$ cat config.mk
export PLATFORM = sky130hd
export DESIGN_NAME = main_fsm
export DESIGN_NICKNAME = d
export VERILOG_FILES = /design/src/rtl/main_fsm.sv
export SDC_FILE = /design/constraint.sdc
export NUM_CORES = 1
export LEC_CHECK = 0
export ABC_AREA = 1
export CAP_MARGIN = 20
export CORE_UTILIZATION = 35
export DETAILED_ROUTE_END_ITERATION = 8
export GPL_TIMING_DRIVEN = 0
export SLEW_MARGIN = 20
export SYNTH_ARGS = -nofsm -noshare
export SYNTH_HDL_FRONTEND = slang
export SYNTH_SLANG_ARGS = --single-unit
export TNS_END_PERCENT = 20
$ cat constraint.sdc
create_clock -name clk -period 2.8 [get_ports clk]
set_input_delay 0.28 -clock clk [delete_from_list [all_inputs] [get_ports clk]]
set_output_delay 0.28 -clock clk [all_outputs]
set_load 0.02 [all_outputs]
$ cat src/rtl/main_fsm.sv
// rtl/main_fsm.sv - Moore control FSM for the multicycle RV32I datapath
//
// Purpose: sequences each instruction through Fetch/Decode/Execute/Memory/
// Writeback and drives the ALU operation class, datapath mux selects and write
// enables. Outputs are registered and depend only on the current state.
//
// Ports:
//   clk        in   1  system clock, rising edge
//   reset      in   1  asynchronous active-high reset, forces Fetch
//   op         in   7  instr[6:0], sampled in Decode and MemAdr
//   ALUOp      out  2  00 add, 01 subtract, 10 decode funct fields
//   ALUSrcA    out  2  00 PC, 01 OldPC, 10 rs1 data
//   ALUSrcB    out  2  00 rs2 data, 01 ImmExt, 10 constant 4
//   ResultSrc  out  2  00 ALUOut, 01 Data, 10 ALUResult
//   AdrSrc     out  1  memory address: 0 PC, 1 Result
//   IRWrite    out  1  load IR and OldPC
//   PCUpdate   out  1  unconditional PC write
//   Branch     out  1  conditional PC write (gated with Zero outside)
//   RegWrite   out  1  register file write enable
//   MemWrite   out  1  data memory write enable
//   state      out  4  current state code
module main_fsm (
  input  logic       clk,
  input  logic       reset,
  input  logic [6:0] op,
  output logic [1:0] ALUOp,
  output logic [1:0] ALUSrcA,
  output logic [1:0] ALUSrcB,
  output logic [1:0] ResultSrc,
  output logic       AdrSrc,
  output logic       IRWrite,
  output logic       PCUpdate,
  output logic       Branch,
  output logic       RegWrite,
  output logic       MemWrite,
  output logic [3:0] state
);

  typedef enum logic [3:0] {
    S_FETCH     = 4'd0,
    S_DECODE    = 4'd1,
    S_MEMADR    = 4'd2,
    S_MEMREAD   = 4'd3,
    S_MEMWB     = 4'd4,
    S_MEMWRITE  = 4'd5,
    S_EXECUTER  = 4'd6,
    S_ALUWB     = 4'd7,
    S_EXECUTEI  = 4'd8,
    S_JAL       = 4'd9,
    S_BEQ       = 4'd10
  } state_t;

  localparam logic [6:0] OP_LW   = 7'b0000011;
  localparam logic [6:0] OP_SW   = 7'b0100011;
  localparam logic [6:0] OP_R    = 7'b0110011;
  localparam logic [6:0] OP_I    = 7'b0010011;
  localparam logic [6:0] OP_JAL  = 7'b1101111;
  localparam logic [6:0] OP_BEQ  = 7'b1100011;

  // Codes 11-15 and unsupported opcodes all fall back to Fetch.
  function automatic logic [3:0] next_of(input logic [3:0] s, input logic [6:0] o);
    logic [3:0] n;
    n = S_FETCH;
    case (s)
      S_FETCH:    n = S_DECODE;
      S_DECODE: begin
        case (o)
          OP_LW, OP_SW: n = S_MEMADR;
          OP_R:         n = S_EXECUTER;
          OP_I:         n = S_EXECUTEI;
          OP_JAL:       n = S_JAL;
          OP_BEQ:       n = S_BEQ;
          default:      n = S_FETCH;
        endcase
      end
      S_MEMADR: begin
        if (o == OP_LW)      n = S_MEMREAD;
        else if (o == OP_SW) n = S_MEMWRITE;
        else                 n = S_FETCH;
      end
      S_MEMREAD:  n = S_MEMWB;
      S_MEMWB:    n = S_FETCH;
      S_MEMWRITE: n = S_FETCH;
      S_EXECUTER: n = S_ALUWB;
      S_EXECUTEI: n = S_ALUWB;
      S_ALUWB:    n = S_FETCH;
      S_JAL:      n = S_ALUWB;
      S_BEQ:      n = S_FETCH;
      default:    n = S_FETCH;
    endcase
    return n;
  endfunction

  // Control word for a state, packed as
  // {ALUOp, ALUSrcA, ALUSrcB, ResultSrc, AdrSrc, IRWrite, PCUpdate, Branch, RegWrite, MemWrite}.
  // Anything not set stays 0 so no output is ever X.
  function automatic logic [13:0] ctl_of(input logic [3:0] s);
    logic [1:0] alu_op, src_a, src_b, res_src;
    logic       adr_src, ir_wr, pc_upd, br, reg_wr, mem_wr;
    alu_op  = 2'b00;
    src_a   = 2'b00;
    src_b   = 2'b00;
    res_src = 2'b00;
    adr_src = 1'b0;
    ir_wr   = 1'b0;
    pc_upd  = 1'b0;
    br      = 1'b0;
    reg_wr  = 1'b0;
    mem_wr  = 1'b0;
    case (s)
      S_FETCH: begin
        ir_wr = 1'b1; src_b = 2'b10; res_src = 2'b10; pc_upd = 1'b1;
      end
      S_DECODE: begin
        src_a = 2'b01; src_b = 2'b01;
      end
      S_MEMADR: begin
        src_a = 2'b10; src_b = 2'b01;
      end
      S_MEMREAD: begin
        adr_src = 1'b1;
      end
      S_MEMWB: begin
        res_src = 2'b01; reg_wr = 1'b1;
      end
      S_MEMWRITE: begin
        adr_src = 1'b1; mem_wr = 1'b1;
      end
      S_EXECUTER: begin
        src_a = 2'b10; src_b = 2'b00; alu_op = 2'b10;
      end
      S_EXECUTEI: begin
        src_a = 2'b10; src_b = 2'b01; alu_op = 2'b10;
      end
      S_ALUWB: begin
        reg_wr = 1'b1;
      end
      S_JAL: begin
        src_a = 2'b01; src_b = 2'b10; pc_upd = 1'b1;
      end
      S_BEQ: begin
        src_a = 2'b10; src_b = 2'b00; alu_op = 2'b01; br = 1'b1;
      end
      default: begin
        alu_op = 2'b00;
      end
    endcase
    return {alu_op, src_a, src_b, res_src, adr_src, ir_wr, pc_upd, br, reg_wr, mem_wr};
  endfunction

  // Outputs are loaded from the decode of the state being entered, so they
  // always match the state register without a combinational output path.
  always_ff @(posedge clk or posedge reset) begin
    if (reset) begin
      state <= S_FETCH;
      {ALUOp, ALUSrcA, ALUSrcB, ResultSrc, AdrSrc, IRWrite,
       PCUpdate, Branch, RegWrite, MemWrite} <= ctl_of(S_FETCH);
    end else begin
      state <= next_of(state, op);
      {ALUOp, ALUSrcA, ALUSrcB, ResultSrc, AdrSrc, IRWrite,
       PCUpdate, Branch, RegWrite, MemWrite} <= ctl_of(next_of(state, op));
    end
  end

endmodule

==> results of run 1 <==
-- power by group --
part / total (W) / leakage (nW) / switching [W] / internal (W)
combinational: 0.000363 / 0.375 / 0.000196 / 0.000167
sequential: 0.000322 / 0.206 / 0.0000272 / 0.000294
clock: 0.000151 / 0.0210 / 0.0000717 / 0.0000791
-- registers in the layout, summed over array words and instances, names as in the netlist --
name       flops
ALUOp          1
ALUSrcA        2
ALUSrcB        2
AdrSrc         1
Branch         1
IRWrite        1
MemWrite       1
PCUpdate       1
RegWrite       1
ResultSrc      1
state          4
-- how the worst max path moves through the flow --
stage / slack (ns) / endpoint / cells after the start / startpoint
6_report: 1.04 / ResultSrc[1] / 2 / IRWrite
5_1_grt: 0.99 / ResultSrc[1] / 2 / IRWrite
4_1_cts: 1.02 / ResultSrc[1] / 2 / IRWrite
3_5_place_dp: 1.03 / ALUSrcB[0] / 11 / op[4]
3_3_place_gp: 1.05 / PCUpdate / 11 / op[4]
2_1_floorplan: 1.41 / ALUSrcA[1] / 10 / state[1]
-- metal layers --
layer | vias to the layer above | GRT usage | wire (µm)
li1 | 384 | - | -
met1 | 336 | 0.206 | 779
met2 | 25 | 0.246 | 787
met3 | 2 | 0.0439 | 114
met4 | 0 | 0.0263 | 8
met5 | - | 0 | 0
-- synthesized netlist by cell type (all sizes together) --
library cell | number | area, µm²
buf | 2 | 15.0
o22ai | 1 | 6.26
nand3b | 1 | 7.51
dfrtp | 13 | 325
nand4 | 2 | 12.5
a21oi | 3 | 37.5
nor2 | 17 | 104
dfstp | 3 | 78.8
nand3 | 10 | 70.1
nor3 | 2 | 10.0
nand2 | 29 | 126
o21ai | 2 | 10.0
or2 | 1 | 6.26
inv | 19 | 71.3
-- metrics by stage --
step / instance area, µm² / util / worst slack [ns] / hold WS [ns]
6_report: 1210 / 0.528 / 1.04 / 0.354
3_5_place_dp: 1180 / 0.512 / 1.03 / 0.623
5_1_grt: 1210 / 0.528 / 0.987 / 0.406
4_1_cts: 1210 / 0.528 / 1.02 / 0.363
3_3_place_gp: 1180 / 0.512 / 1.05 / 0.632
2_1_floorplan: 881 / - / 1.41 / 0.192
-- layout make-up --
cell class              count  share of cell area
well taps                  28              0.0289
repair buffers             26               0.215
plain buffers               2              0.0124
multi-input cells          68               0.322
inverters                  19              0.0588
flip-flops and latches     16               0.333
clock buffers               4              0.0299
-- cell families after synthesis --
family                 count (synthesis)  share of synthesized area
buffers and inverters                 21                     0.0980
and+or+nand+nor                       62                      0.382
DFF                                   16                      0.459
AOI/OAI and AO/OA                      6                     0.0611
==> impl_metrics.toml, run 1 <==
[grt]
antenna_found_initial = 0
grt_usage = 0.153
grt_start_max_net_pins = 17
gr-total-overflow = 0
grt_pass1_wl_um = 2990
grt_pass1_vias = 712

[worst_setup_path]
crit_chain = "buf_4 -> clkdlybuf4s50_1"
cpMaxStageDelayCell = "clkdlybuf4s50_1"
r2r-start = "state[1]"
critPathMaxStageDelay_ns = 0.58
crit_required_ns = 2.52
critPathKind = "flop to primary output"
rrSetupSlack_ns = 1.35
cp-end-kind = "primary output"
r2r.worst_path.cells = 10
cp_num_buf_inv = 2
critPathLaunchType = "flop"
r2r_end = "ALUSrcA[1]"
critPathMaxFanout = 2
cp.arrival_ns = 1.48
crit_family = "buffers and inverters"

[clocking]
cts_root_buffer = "clkbuf_4"
clkLatencyLatePin_ns = 0.29
cts_resized = 0
holdBufCountCts = 0
h-tree-depth = 1
cts_buffers = 3
post_cts_buffers = 0
clkSinkCount = 16
cts_buffer_depth = 2
tritoncts = "built"
path_clk_slew_ns = 0.10

[sta]
worst_slew_pin_slew_ns = 0.612
rsz0062_at_grt = "no"
fmaxAchievable_mhz = 567
drv_slew = 0
tns_ns = 0
finalCritPeriodShare = 0.630
setup_violations = 0
hold_viol = 0
period_minus_slack_ns = 1.76
slew_headroom = 0.592
skew_ns = 0.0133

[detailed_routing]
routed_wl_um = 1690
viasPerCell = 4.58
drt_iter0_drc = 18
postRouteAntennaNets = 0
wire_per_inst_um = 10.4
first_pass_iters = 4
num_vias = 747
route.detailed.drc = 0

[die]
die_h_um = 52.2
die_area_mm2 = 0.00272
core-area_mm2 = 0.00230
start_util = 0.383
rows = 17
die_x_um = 52.2
io_pins = 27

[place]
dp_hpwl_um = 1370
dp.cells = 159
gp_congestion = 0.799
numPortBuffers = 26

[layout]
syn2layout_area_growth_pct = 37.6
insertedDiodeCount = 0
final_common_cell = "clkdlybuf4s50_1"
instances_no_fill = 163
drive_gt1_frac = 0.252
layout_common_cells = "clkdlybuf4s50_1, nand2_1, dfrtp_1, inv_1, nor2_1"
multi_input_area_um2 = 390
regArea_um2 = 404
fillers = 233
layout.nets = 145

[pwr]
p_leak_nw = 0.602
total_power_w = 0.000835
ir_worst_vdd_uv = 447
powerDensity_mw_per_mm2 = 689

[yosys]
synth_cell_type_count = 22
synth-seq-area-share = 0.459
syn-instance-count = 105
synth_seq_cells = 16
ys_warn_count = 0
syn_nets = 114
synth_area_um2 = 881
postSynthAreaPerCell_um2 = 8.39

[outcome]
status = "finished, final reports clean"

[worst_hold_path]
min_path_type = "primary input to asynchronous set/reset pin"

[flow_run]
drv_cap = 0
No activity file was read; power rests on OpenSTA's default activity.
==> run 2, diff against run 1 <==
==> constraint.sdc (replaced) <==
create_clock -name clk -period 1.8 [get_ports clk]
set_input_delay 0.18 -clock clk [delete_from_list [all_inputs] [get_ports clk]]
set_output_delay 0.18 -clock clk [all_outputs]
set_load 0.02 [all_outputs]
==> results of run 2 <==
The final DEF is identical to that of run 1. Status: finished, final reports clean.
Among the figures that moved: setup slack after placement 1.03 ns -> 0.126 ns; setup slack after layout 1.04 ns -> 0.136 ns; hold slack 0.354 ns -> 0.254 ns; register-to-register setup slack 1.35 ns -> 0.35 ns; total power 0.000835 W -> 0.00130 W; worst IR drop on VDD 447 µV -> 695 µV
